==> src/rtl/i2s_rx_oversampled_pkg.sv <==
// Shared audio receive definitions: default word sizes and the receiver lock/slot state.
package i2s_rx_oversampled_pkg;
  localparam int BITSIZE_DEF     = 24;
  localparam int MAX_BITS_DEF    = 32;
  localparam int SYNC_STAGES_DEF = 2;

  typedef enum logic [1:0] {
    UNLOCKED = 2'd0,
    IN_LEFT  = 2'd1,
    IN_RIGHT = 2'd2
  } rx_state_t;
endpackage

==> src/rtl/i2s_rx_oversampled_sync_edge_detect.sv <==
// Multi-flop synchronizer for an asynchronous pin, with optional rising-edge pulse.
module sync_edge_detect
  import i2s_rx_oversampled_pkg::*;
#(
  parameter int SYNC_STAGES = SYNC_STAGES_DEF,
  parameter bit EDGE_EN     = 1'b1
) (
  input  logic clk,
  input  logic reset,
  input  logic din,
  output logic level,
  output logic rise
);
  logic [SYNC_STAGES-1:0] sync_q;

  always_ff @(posedge clk) begin
    if (reset) sync_q <= '0;
    else       sync_q <= {sync_q[SYNC_STAGES-2:0], din};
  end

  assign level = sync_q[SYNC_STAGES-1];

  generate
    if (EDGE_EN) begin : g_edge
      logic prev_q;
      always_ff @(posedge clk) begin
        if (reset) prev_q <= 1'b0;
        else       prev_q <= level;
      end
      assign rise = level & ~prev_q;
    end else begin : g_level_only
      assign rise = 1'b0;
    end
  endgenerate
endmodule

==> src/rtl/i2s_rx_oversampled.sv <==
// Oversampling I2S receiver: deserializes codec ADC words into stereo frames on clk.
// Optional framing check enabled by defining I2S_RX_FRAMING_CHECK_EN.
module i2s_rx_oversampled
  import i2s_rx_oversampled_pkg::*;
#(
  parameter int BITSIZE     = BITSIZE_DEF,
  parameter int MAX_BITS    = MAX_BITS_DEF,
  parameter int SYNC_STAGES = SYNC_STAGES_DEF
) (
  input  logic               clk,
  input  logic               reset,
  input  logic               bclk,
  input  logic               lrclk,
  input  logic               sdata,
  output logic [BITSIZE-1:0] left_chan,
  output logic [BITSIZE-1:0] right_chan,
  output logic               frame_valid,
  output logic               framing_error,
  output logic [15:0]        err_count
);
  localparam int CW = $clog2(MAX_BITS + 1);
  localparam logic [CW-1:0] CNT_MAX  = CW'(MAX_BITS);
  localparam logic [CW-1:0] CNT_WORD = CW'(BITSIZE);

  logic bclk_s, bclk_rise, lr_s, sd_s;
  logic lr_rise_unused, bclk_level_unused, sd_rise_unused;

  sync_edge_detect #(.SYNC_STAGES(SYNC_STAGES), .EDGE_EN(1'b1)) u_bclk_sync (
    .clk(clk), .reset(reset), .din(bclk), .level(bclk_s), .rise(bclk_rise));
  sync_edge_detect #(.SYNC_STAGES(SYNC_STAGES), .EDGE_EN(1'b0)) u_lr_sync (
    .clk(clk), .reset(reset), .din(lrclk), .level(lr_s), .rise(lr_rise_unused));
  sync_edge_detect #(.SYNC_STAGES(SYNC_STAGES), .EDGE_EN(1'b0)) u_sd_sync (
    .clk(clk), .reset(reset), .din(sdata), .level(sd_s), .rise(sd_rise_unused));

  assign bclk_level_unused = bclk_s;

  rx_state_t          state, state_n;
  logic [BITSIZE-1:0] shreg, shreg_n, stage, stage_n, left_n, right_n;
  logic [BITSIZE-1:0] word, justified;
  logic [CW-1:0]      count, count_n, cnt_inc, fill;
  logic               lr_prev, lr_prev_n, have_left, have_left_n, fv_n, close;

  // Word/count as they stand after taking the bit sampled in this rise event.
  always_comb begin
    word      = (count < CNT_WORD) ? {shreg[BITSIZE-2:0], sd_s} : shreg;
    cnt_inc   = (count == CNT_MAX) ? count : count + CW'(1);
    fill      = (cnt_inc < CNT_WORD) ? CNT_WORD - cnt_inc : '0;
    justified = word << fill;
    close     = bclk_rise && (lr_s != lr_prev);
  end

  always_comb begin
    state_n     = state;
    shreg_n     = shreg;
    count_n     = count;
    lr_prev_n   = lr_prev;
    stage_n     = stage;
    have_left_n = have_left;
    left_n      = left_chan;
    right_n     = right_chan;
    fv_n        = 1'b0;
    if (bclk_rise) begin
      if (!close) begin
        shreg_n = word;
        count_n = cnt_inc;
      end else begin
        shreg_n   = '0;
        count_n   = '0;
        lr_prev_n = lr_s;
        case (state)
          UNLOCKED: state_n = lr_s ? IN_RIGHT : IN_LEFT;
          IN_LEFT: begin
            stage_n     = justified;
            have_left_n = 1'b1;
            state_n     = IN_RIGHT;
          end
          IN_RIGHT: begin
            if (have_left) begin
              left_n  = stage;
              right_n = justified;
              fv_n    = 1'b1;
            end
            have_left_n = 1'b0;
            state_n     = IN_LEFT;
          end
          default: state_n = UNLOCKED;
        endcase
      end
    end
  end

  always_ff @(posedge clk) begin
    if (reset) begin
      state       <= UNLOCKED;
      shreg       <= '0;
      count       <= '0;
      lr_prev     <= 1'b0;
      stage       <= '0;
      have_left   <= 1'b0;
      left_chan   <= '0;
      right_chan  <= '0;
      frame_valid <= 1'b0;
    end else begin
      state       <= state_n;
      shreg       <= shreg_n;
      count       <= count_n;
      lr_prev     <= lr_prev_n;
      stage       <= stage_n;
      have_left   <= have_left_n;
      left_chan   <= left_n;
      right_chan  <= right_n;
      frame_valid <= fv_n;
    end
  end

`ifdef I2S_RX_FRAMING_CHECK_EN
  logic        fe_n;
  logic [15:0] errc_n;

  // A well-formed slot closes with exactly MAX_BITS clocks, delay bit included.
  always_comb begin
    fe_n   = 1'b0;
    errc_n = err_count;
    if (close && state != UNLOCKED && cnt_inc != CNT_MAX) begin
      fe_n = 1'b1;
      if (err_count != 16'hFFFF) errc_n = err_count + 16'd1;
    end
  end

  always_ff @(posedge clk) begin
    if (reset) begin
      framing_error <= 1'b0;
      err_count     <= '0;
    end else begin
      framing_error <= fe_n;
      err_count     <= errc_n;
    end
  end
`else
  assign framing_error = 1'b0;
  assign err_count     = '0;
`endif
endmodule

==> config.mk <==
export PLATFORM = sky130hd
export DESIGN_NAME = i2s_rx_oversampled
export DESIGN_NICKNAME = d
export VERILOG_FILES = /design/src/rtl/i2s_rx_oversampled_pkg.sv /design/src/rtl/i2s_rx_oversampled_sync_edge_detect.sv /design/src/rtl/i2s_rx_oversampled.sv
export SDC_FILE = /design/constraint.sdc
export NUM_CORES = 1
export LEC_CHECK = 0
export CORE_ASPECT_RATIO = 0.6
export CORE_MARGIN = 8
export CORE_UTILIZATION = 31
export CTS_CLUSTER_SIZE = 28
export DETAILED_ROUTE_END_ITERATION = 10
export HOLD_SLACK_MARGIN = 0.05
export SLEW_MARGIN = 5
export SYNTH_ARGS = -nofsm -noshare
export SYNTH_HDL_FRONTEND = slang
export SYNTH_SLANG_ARGS = --single-unit
==> constraint.sdc <==
create_clock -name clk -period 7.22 [get_ports clk]
set_input_delay 1.805 -clock clk [delete_from_list [all_inputs] [get_ports clk]]
set_output_delay 1.805 -clock clk [all_outputs]
set_load 0.02 [all_outputs]
* Yosys cells after proc, flatten, opt, wreduce, memory -nomap -nowiden *
Index checks and enable logic that the tools add are counted.

operators by class
  multiplexer cells = 9
  eq/ne operators = 4
  $lt $le $gt $ge = 2
  shift-type cells = 1
  reduce and logical (&&, ||, !) cells = 8
  $add $sub $neg = 2
  bitwise operators = 5

operators with widths
  cell                 count
  $mux 24              2
  $shl 24x6->24        1
  $mux 6               3
  $lt 6x5->1 const B   2
  $add 6x1->6 const B  1
  $eq 6x6->1 const B   1
  $pmux 2 s3           1
  $reduce_and 3->1     2
  $sub 5x6->6 const A  1
  $not 1->1            4
  $reduce_and 4->1     1
  $reduce_or 4->1      1
  $eq 2x1->1 const B   1
  $eq 2x2->1 const B   1
  $logic_not 2->1      1
  $mux 2               1
  $pmux 1 s2           1
  $reduce_and 2->1     1
  $reduce_bool 2->1    1
  $and 1x1->1          1
  $logic_and 1x1->1    1
  $mux 1               1
  $ne 1x1->1           1

storage, ports and cells
  flip-flop bits (word level) = 114
  input port bits = 5
  output and inout bits = 66

* Depth between registers and ports, before layout *
Gate-level depths: netlist of run 1.

  depth in word-level cells = 5
  depth in mapped cells = 17

* By module *
Synthesis of run 1 repeated with hierarchy kept, for this count alone.

unflattened totals
  cell total of the unflattened synthesis = 712
  area total of the unflattened synthesis = 6144.6 µm²

by module, submodules not included
  module                             instances  area an instance (µm²)  seq. area each (µm²)  cells each
  i2s_rx_oversampled                 1          5929.4                  2142.1                693
  sync_edge_detect at u_lr_sync ...  2          63.8                    40.0                  6
  sync_edge_detect at u_bclk_sync    1          87.6                    60.1                  7

* Worst setup path before layout of run 1 *
No wires, ideal clock.

  path kind = reg-to-reg
  start = register count[0]
  end = register right_chan[13]
  library setup time = 0.120 ns
  arrival time = 3.306 ns
  required time = 7.100 ns
  slack = 3.794 ns
  cell stages (with the launch flop) = 16
  clock period less this slack = 3.426 ns
  buffers on the path = 1
  cell sequence = dfxtp_1 buf_2 inv_1 ha_1 and4bb_1 nor2b_1 xnor2_1 ha_1 and3_1 mux2_4 nand2_4 mux4_2 mux2_2 mux2_2 o211ai_2 o21ai_1

between the ends
  longest elaborated chain between the ends = 5
  elaborated cells between the ends (all ways) = 9
  classes of those cells = add/sub: 2; order compare: 2; eq/ne: 1; shift: 1; mux: 3

RTL lines
  element                                           line                       RTL
  from (decl)                                       i2s_rx_oversampled.sv:40   logic [CW-1:0] count, count_n, cnt_inc, fill;
  from (signal assigned)                            i2s_rx_oversampled.sv:106  count <= count_n;
  $add 6x1->6 / $eq 6x6->1 (equally long branches)  i2s_rx_oversampled.sv:46   cnt_inc = (count == CNT_MAX) ? count : count + CW'(1);
  $mux 6                                            i2s_rx_oversampled.sv:46
  $sub 5x6->6 / $lt 6x5->1 (equally long branches)  i2s_rx_oversampled.sv:47   fill = (cnt_inc < CNT_WORD) ? CNT_WORD - cnt_inc : '0;
  $mux 6                                            i2s_rx_oversampled.sv:47
  $shl 24x6->24 (*)                                 i2s_rx_oversampled.sv:48   justified = word << fill;
  to (signal assigned)                              i2s_rx_oversampled.sv:111  right_chan <= right_n;
  to (decl)                                         i2s_rx_oversampled.sv:16   output logic [BITSIZE-1:0] right_chan,

Mark *: on every way between the ends. The rest lies on a longest branch, timed or not.
A chain may end at the register's enable or synchronous reset.

* Worst setup path after layout of run 1 *
  start = register count[0]
  end = register stage[18]

between the ends
  longest elaborated chain between the ends = 5
  elaborated cells between the ends (all ways) = 9
  classes of those cells = add/sub: 2; order compare: 2; eq/ne: 1; shift: 1; mux: 3

RTL lines
  element                                           line                       RTL
  $add 6x1->6 / $eq 6x6->1 (equally long branches)  i2s_rx_oversampled.sv:46
  $mux 6                                            i2s_rx_oversampled.sv:46
  $sub 5x6->6 / $lt 6x5->1 (equally long branches)  i2s_rx_oversampled.sv:47
  $mux 6                                            i2s_rx_oversampled.sv:47
  $shl 24x6->24 (*)                                 i2s_rx_oversampled.sv:48
  to (signal assigned)                              i2s_rx_oversampled.sv:108  stage <= stage_n;
  to (decl)                                         i2s_rx_oversampled.sv:38   logic [BITSIZE-1:0] shreg, shreg_n, stage, stage_n, left_n, right_n;

Marked as above.

==> metrics.txt, run 1 <==
WL final=approximately 20 mm; DIE HEIGHT=127 µm; ys flop type=dfxtp_1; Power, Total=between 1 and 1.5 mW; htree depth=4; clock skew=between 8 and 9 ps; CP Capture Type=flop; layout filler cell count=around 2100; Synth Register Bits=114; worst slew pin tran=1060 ps; drt first pass iters=5; hpwl dp=approximately 14 mm; Max Cap Violations=0; met3 routed WL=roughly 2.3 mm; share of the synthesized area in the top cell type=0.356; post-layout min period=around 4500 ps; Placement Cell Area=between 0.006 and 0.007 mm²; pwr dens=200 mW/mm²; Fin. Hold Viols=0; largest net degree at the start of global routing=just over 60; DR WL/cell=~18 µm; total number of vias=roughly 6000; slew margin rel.=0.291; full die area=between 0.02 and 0.03 mm²; Final GP Congestion=approximately 0.9; final core area utilization=0.370; # DRC=0; Top Metal Used=met4; HP Start=u_lr_sync.sync_q[0]$_SDFF_PP0_; total grt overflow=0; FFs w/ async S/R, synth=0; clk_lat worst skew=about 420 ps; status=finished, final reports clean; CTS tree=done; Syn. warnings=0; synth top area cells=dfxtp_1 36%, nand2_1 7.2%, a21oi_1 5.5%; Initial Utilization=0.318; Max VDD drop=around 0.00016 V; post-synth cell types=around 80; # diodes=0; Seq/Total Area, Yosys=0.356; clock sink count=roughly 110; Final Setup Violations=0; Sum Neg Setup Slack=0 ps; leak pwr=2.49 nW; largest area contributor in the netlist=dfxtp_1; first-pass GRT wire length=31.9 mm; WS Path Type=flop to flop; vias in the first global route=about 5400; cts repair resizes=0; syn avg cell area=~8.0 µm²; Core ar.=just over 0.02 mm²; antenna violations before repair=0; CTS buffer count=17; row count=40; post-CTS setup buffers=0; number of enable flip-flop cells after synthesis=0; Critical Path Source=count[0]$_SDFFE_PP0P_; metal1 wirelength=between 10 and 15 mm; RSZ-0062 raised after global routing=no; met2 wire length=roughly 7.2 mm; IO Pins=71; R2R Path Start=count[0]$_SDFFE_PP0P_; DRT antenna net count=0; Slew Limit Fails=0; drt via density=5.51; synthesis-to-layout area growth=16.5%; Post-CTS Hold Fix Bufs=0; Fin Hold WS=432 ps; share of cells above drive strength 1=0.0883; Peak Freq=around 0.22 GHz; Syn Inst Count=799; CP required=~7500 ps; final instance area=~0.0075 mm²; Clock Tree Root=clkbuf_16; die width=between 200 and 250 µm; CTS max path bufs=2; GRT Util Overall=0.154; Reg clk slew, reported paths=about 60 ps; PortBufs=between 50 and 60; CP arrival=4760 ps; 1st-iter DRT viols=618; CP max FO=17; Nets=827; crit start category=flop; Netlist Area Pre-Place=between 0.006 and 0.007 mm²; period utilization=0.621; Hold/Removal Path Class=flop to flop
-- metrics by stage --
| step | setup slack, ps | std cells |
|---|---|---|
| floorplan | 3790 | 815 |
| global placement | 3000 | 1070 |
| detailed placement | 2830 | 1070 |
| CTS | 2800 | 1100 |
| global route | 2300 | 1100 |
| finish | 2740 | 1100 |
-- Yosys cell counts (4+ instances only) --
cell type and instances:
a211oi_1 11, a21oi_1 70, a22oi_1 32, a311oi_1 6
a31oi_1 11, and2_1 5, and3_1 6, and4_1 4
buf_2 16, buf_4 22, buf_6 6, clkbuf_1 31
dfxtp_1 114, ha_1 6, inv_1 9, mux2_2 8
mux2i_1 16, nand2_1 123, nand2b_1 8, nand3_1 21
nand3b_1 9, nor2_1 89, nor2b_1 13, nor3_1 12
o211a_1 7, o211ai_1 12, o21a_1 9, o21ai_0 19
o21ai_1 6, o221ai_1 4, o22ai_1 9, o31a_1 4
or3_1 8
-- layout by cell type (no fill, tap or decap), drive strengths merged, types with 22 or more instances in the layout --
cell type,instances
a21oi,72
nor2,91
nand3,22
clkdlybuf4s50,52
clkbuf,24
o21ai,26
nand2,124
a22oi,32
dfxtp,114
-- sequential cells by signal, indices dropped and copies added, names as in the netlist --
| register | cells |
|---|---|
| shreg | 24 |
| right_chan | 24 |
| left_chan | 24 |
| lr_prev | 1 |
| u_bclk_sync.sync_q | 2 |
| have_left | 1 |
| u_sd_sync.sync_q | 2 |
| frame_valid | 1 |
| u_bclk_sync.g_edge.prev_q | 1 |
| stage | 24 |
| state | 2 |
| u_lr_sync.sync_q | 2 |
| count | 6 |
-- worst paths after layout --
kind,endpoint,slack (ps),cells after the start
max,stage[18]$_SDFFE_PP0P_,2740,14
min,u_lr_sync.sync_q[1]$_SDFF_PP0_,430,1
max reg2reg,stage[18]$_SDFFE_PP0P_,2740,14
min reg2reg,u_lr_sync.sync_q[1]$_SDFF_PP0_,430,1
-- layout make-up --
cell class / count / area (µm²) / share of cell area
inverters: 9 / 33.8 / 0.00452
flip-flops and latches: 114 / 2280 / 0.306
well taps: 273 / 342 / 0.0457
multi-input cells: 613 / 3710 / 0.497
clock inverters: 6 / 32.5 / 0.00436
clock buffers: 24 / 482 / 0.0645
repair buffers: 61 / 588 / 0.0787
-- power by group --
part	switching [mW]	internal, mW
sequential	0.00198	0.632
combinational	0.0767	0.0288
clock	0.295	0.458
total	0.373	1.12
-- layer usage --
| layer | global-route usage | vias to the layer above |
|---|---|---|
| li1 | - | 2889 |
| met1 | 0.237 | 2840 |
| met2 | 0.188 | 307 |
| met3 | 0.0555 | 28 |
| met4 | 0.0454 | 0 |
| met5 | 0 | - |
-- cell families after synthesis --
| logic type | Yosys count | share of synthesized area |
|---|---|---|
| compound gates | 239 | 0.262 |
| xor+xnor | 3 | 0.00410 |
| fa+ha+maj | 6 | 0.0117 |
| buf+inv | 88 | 0.0763 |
| flops | 114 | 0.356 |
| mux | 31 | 0.0595 |
| other cells | 1 | 0.000585 |
| simple gates | 317 | 0.230 |
-- worst max-delay path, cell delays in order, from the launching register on --
cell and delay [ps]:
dfxtp_1 570, inv_1 150, ha_1 220, and4bb_1 250
nor2b_1 190, xnor2_1 160, ha_1 320, and3_1 200
mux2i_1 790, nor2_4 220, a221oi_2 320, o221ai_1 210
o211a_1 260, a2111oi_0 380, nor3_1 90
(Power assumes the default switching activity.)
==> inputs of run 2 (changes only) <==
==> constraint.sdc (replaced) <==
create_clock -name clk -period 3.7 [get_ports clk]
set_input_delay 0.925 -clock clk [delete_from_list [all_inputs] [get_ports clk]]
set_output_delay 0.925 -clock clk [all_outputs]
set_load 0.02 [all_outputs]
==> run 2 against run 1 <==
  * First-iteration DRC count is 14% lower
  * Combinational power increased by 140%
  * Sequential power is 96% higher
  * Die area is the same
  * Register-to-register slack worse by 2600 ps
  * Hold slack gained 3.6 ps
  * Critical endpoint is now right_chan[13]$_SDFFE_PP0P_
  * Flip-flop and latch count stayed put
  * Via count grew 4.9%
  * Non-clock buffer count grew 54
  * Critical path type unchanged
  * Worst setup slack worse by 2600 ps
  * Largest cell class unchanged
==> metrics.txt, run 2 (synthesis gave the netlist of run 1 again) <==
RSZ-0062 raised after global routing=yes; R2R Setup Slk=approximately 130 ps; storage element area=around 0.0023 mm²; Setup WS post-layout=135 ps; commonest non-fill, non-tap cell in the layout=nand2_1; Core ar.=0.0202 mm²; post-layout min period=3570 ps; # diodes=0; DIE HEIGHT=127 µm; hpwl dp=approximately 16 mm; pwr dens=~400 mW/mm²; CP Capture Type=flop; Initial Utilization=0.318; WL final=between 20 and 25 mm; slew margin rel.=0.525; first-pass GRT wire length=34.2 mm; clock sink count=114; Slew Limit Fails=0; share of cells above drive strength 1=0.161; Reg clk slew, reported paths=around 60 ps; Max Cap Violations=0; clk_lat worst skew=~420 ps; CP required=approximately 4000 ps; CTS max path bufs=2; row count=40; clock skew=~12 ps; # DRC=0; total number of vias=6359; Max VDD drop=a little under 0.0003 V; max incr delay on CP=340 ps; Hold/Removal Path Class=flop to flop; leak pwr=2.84 nW; CTS buffer count=17; GRT Util Overall=0.168; DR WL/cell=around 19 µm; Clock Tree Root=clkbuf_16; WS Path Type=flop to flop; crit start category=flop; Multi-input gate area=roughly 0.0038 mm²; htree depth=4; layout filler cell count=about 2100; status=finished, final reports clean; vias in the first global route=5788; Fin Hold WS=436 ps; CP arrival=roughly 3900 ps; total grt overflow=0; commonest cells after routing, fill and taps aside=122 x nand2_1, 114 x dfxtp_1, 89 x nor2_1; PortBufs=53; Final Setup Violations=0; 1st-iter DRT viols=between 500 and 600; Sum Neg Setup Slack=0 ps; CTS tree=done; drt via density=approximately 5.5; Peak Freq=0.280 GHz; Fin. Hold Viols=0; DRT antenna net count=0; synthesis-to-layout area growth=26.5%; die width=202 µm; full die area=about 0.026 mm²; Final GP Congestion=around 0.94; period utilization=0.964; largest net degree at the start of global routing=between 60 and 70; Nets=881; CP max FO=17; DP Worst Slack=-169 ps; Post-CTS Hold Fix Bufs=0; worst slew pin tran=slightly above 700 ps; drt first pass iters=5; IO Pins=71; antenna violations before repair=1; crit-path cells=inv_1 -> ha_1 -> and4bb_1 -> nor2b_2 -> xnor2_1 -> ha_1 -> and3_1 -> mux2_4 -> nand2_4 -> buf_12 -> mux4_2 -> mux2_4 -> mux2_2 -> o211ai_2 -> o21ai_1; Power, Total=between 3 and 4 mW; CP max-delay cell=mux4_2
==> run 2: power breakdown <==
part / leakage (nW) / internal, mW / switching [mW]
sequential: 0.919 / 1.23 / 0.00210
combinational: 1.61 / 0.0871 / 0.167
clock: 0.313 / 1.20 / 0.592
==> run 2: stage by stage <==
step	std cells	instance area, µm²	utilization
2_1_floorplan	815	6470	-
3_3_place_gp	1124	7390	0.367
3_5_place_dp	1124	7390	0.367
4_1_cts	1156	8040	0.399
5_1_grt	1156	8110	0.402
6_report	1156	8110	0.402
==> run 2: final timing paths <==
check	depth (start not counted)	start	end
max reg2reg	15	count[0]$_SDFFE_PP0P_	right_chan[13]$_SDFFE_PP0P_
max	15	count[0]$_SDFFE_PP0P_	right_chan[13]$_SDFFE_PP0P_
min reg2reg	1	u_bclk_sync.sync_q[0]$_SDFF_PP0_	u_bclk_sync.sync_q[1]$_SDFF_PP0_
min	1	u_bclk_sync.sync_q[0]$_SDFF_PP0_	u_bclk_sync.sync_q[1]$_SDFF_PP0_
==> run 2: layer usage <==
metal	vias to the layer above	global-route usage	share of wire
li1	3000	-	-
met1	3023	0.257	0.51
met2	308	0.199	0.35
met3	26	0.0800	0.12
met4	2	0.0385	0.010
met5	-	0	0.00041
==> run 2: area by class of cell <==
class,instances,share of cell area
multi-input combinational,613,0.465
sequential,114,0.281
timing repair buffer,115,0.129
clock buffer,23,0.0601
tap,273,0.0421
clock inverter,9,0.0187
inverter,9,0.00416
==> run 2: what timing repair did <==
action	CTS	global route
endpoints found under the setup margin	1	29
buffers inserted	0	0
pin swaps	0	2
gates resized for setup	2	17
==> run 2: worst max-delay path, delay by kind of cell (launching register included) <==
kind	cells	cell delay, ps
muxes	4	1280
and+or+nand+nor	4	700
adders and majority gates	2	520
DFF	1	320
AOI/OAI and AO/OA	2	270
buffers and inverters	2	230
xor gates and xnor gates	1	140
==> inputs of run 3 (changes only) <==
--- a/config.mk
+++ b/config.mk
@@ -8,8 +8,10 @@
 export CORE_ASPECT_RATIO = 0.6
 export CORE_MARGIN = 8
 export CORE_UTILIZATION = 31
+export CTS_CLUSTER_DIAMETER = 200
 export CTS_CLUSTER_SIZE = 28
 export DETAILED_ROUTE_END_ITERATION = 10
+export DONT_BUFFER_PORTS = 1
 export HOLD_SLACK_MARGIN = 0.05
 export SLEW_MARGIN = 5
 export SYNTH_ARGS = -nofsm -noshare
==> run 3 against run 2 <==
  * Global-route usage fell by 0.68 points
  * Count of clock-buffer cells in the layout stayed put
  * First-iteration DRC count up 38%
  * Sequential share of layout area is 2.7 points higher
  * Via count shrank 3.9%
  * Core utilization shrank 3.5 points
  * Total power is 5.1% lower
  * Wire length fell by 4.2%
  * Fmax increased by 0.53%
  * Critical endpoint is now right_chan[18]$_SDFFE_PP0P_
==> metrics.txt, run 3 (synthesis gave the netlist of run 1 again) <==
final core area utilization=0.367; DIE HEIGHT=around 130 µm; Clock Tree Root=clkbuf_16; post-CTS setup buffers=0; post-layout min period=between 3000 and 4000 ps; period utilization=0.959; commonest cells after routing, fill and taps aside=123 x nand2_1, 113 x dfxtp_1, 89 x nor2_1; met2 GRT Util=0.185; drt first pass iters=5; Power, Total=3.11 mW; met1 usage=0.251; # diodes=0; R2R Path Start=count[0]$_SDFFE_PP0P_; leak pwr=roughly 2.6 nW; CP max FO=11; WL final=roughly 21 mm; share of cells above drive strength 1=0.158; full die area=approximately 0.026 mm²; pwr dens=about 420 mW/mm²; Max VDD drop=0.000319 V; DR WL/cell=just under 20 µm; worst hold path cell count=1; synthesis-to-layout area growth=15.5%; DRT antenna net count=0; Setup WS post-layout=between 150 and 200 ps; Nets=815; Fin Hold WS=roughly 430 ps; Worst Reg-to-Reg Cells=16; GRT busiest layer=met1; Peak Freq=around 0.28 GHz; die width=between 200 and 250 µm; GRT Util Overall=0.162; CTS buffer count=17; Sum Neg Setup Slack=0 ps; total number of vias=about 6000; clock sink count=about 110; total grt overflow=0; status=finished, final reports clean; crit start category=flop; Post-CTS Hold Fix Bufs=0; Fin. Hold Viols=0; CP Capture Type=flop; PortBufs=0; Slew Limit Fails=0; RR Endpoint=right_chan[18]$_SDFFE_PP0P_; drt via density=between 5 and 6; htree depth=4; vias in the first global route=around 5500; first-pass GRT wire length=approximately 33 mm; commonest non-fill, non-tap cell in the layout=nand2_1; clock skew=slightly above 7 ps; HP Start=u_bclk_sync.sync_q[0]$_SDFF_PP0_; Hold/Removal Path Class=flop to flop; hpwl dp=about 15 mm; DP Worst Slack=-50.4 ps; worst slew pin tran=781 ps; Hold EP=u_bclk_sync.sync_q[1]$_SDFF_PP0_; Max Cap Violations=0; CP required=4010 ps; Final Setup Violations=0; slew margin rel.=0.477; met3 GRT Util=0.0737; RSZ-0062 raised after global routing=no; Initial Utilization=0.318; Core ar.=roughly 0.020 mm²; 1st-iter DRT viols=around 740; WS Path Type=flop to flop; CTS max path bufs=2; CP arrival=3850 ps; Final GP Congestion=between 0.9 and 1; R2R Setup Slk=approximately 150 ps; row count=40; # DRC=0; layout filler cell count=roughly 2100; antenna violations before repair=0; clk_lat worst skew=420 ps; largest net degree at the start of global routing=116; IO Pins=just over 70; CTS tree=done; Reg clk slew, reported paths=around 60 ps
-- run 3: cell types whose count changed in the layout (fill, tap and decap cells not counted), sizes merged --
cell           change
clkdlybuf4s50     -52
clkinvlp           +2
buf               -14
clkinv             -1
bufinv             -2
-- run 3: worst max-delay path by stage --
stage,startpoint,to,slack [ps],cells after the start
after CTS,count[0]$_SDFFE_PP0P_,right_chan[18]$_SDFFE_PP0P_,6,15
final,count[0]$_SDFFE_PP0P_,right_chan[18]$_SDFFE_PP0P_,150,16
after floorplan,count[0]$_SDFFE_PP0P_,right_chan[13]$_SDFFE_PP0P_,270,15
after global routing,count[0]$_SDFFE_PP0P_,stage[18]$_SDFFE_PP0P_,10,16
after global placement,count[0]$_SDFFE_PP0P_,right_chan[18]$_SDFFE_PP0P_,-30,15
after detailed placement,count[0]$_SDFFE_PP0P_,right_chan[18]$_SDFFE_PP0P_,-50,15
-- run 3: metrics by stage --
step	cell area [µm²]	cells
after global placement	6730	1058
final	7410	1089
after global routing	7410	1089
after detailed placement	6730	1058
after CTS	7330	1089
after floorplan	6470	815
-- run 3: what timing repair did --
| action | CTS | global route |
|---|---|---|
| gates resized for setup | 2 | 16 |
| setup endpoints to repair | 2 | 17 |
| pin swaps | 0 | 2 |
-- run 3: worst max-delay path, cell delays in order, from the launching register on --
cell and delay, ps:
dfxtp_2 320, inv_1 60, ha_1 190, and4bb_1 210
nor2b_4 140, xnor2_1 140, ha_1 340, and3_4 200
mux2i_1 130, buf_4 230, a211oi_1 60, or2_2 340
mux2i_1 300, a211oi_2 150, a2111oi_2 400, buf_4 190
nor3_1 40
-- run 3: cell type report --
cell class / count / area, µm² / area share
clock buffer: 23 / 498 / 0.0672
multi-input combinational: 613 / 3780 / 0.510
clock inverter: 8 / 101 / 0.0137
inverter: 9 / 33.8 / 0.00456
tap: 273 / 342 / 0.0461
sequential: 114 / 2280 / 0.308
timing repair buffer: 49 / 372 / 0.0502
-- run 3: report_power, final --
group	switching (mW)	total (mW)	internal (mW)
clock network	0.582	1.66	1.07
logic	0.147	0.218	0.0709
registers	0.00214	1.24	1.23
total	0.731	3.11	2.38
-- run 3: routing by layer --
metal | vias to the layer above | wire [µm]
li1 | 2872 | -
met5 | - | 0
met2 | 354 | 7470
met3 | 17 | 2970
met1 | 2870 | 10400
met4 | 0 | 163
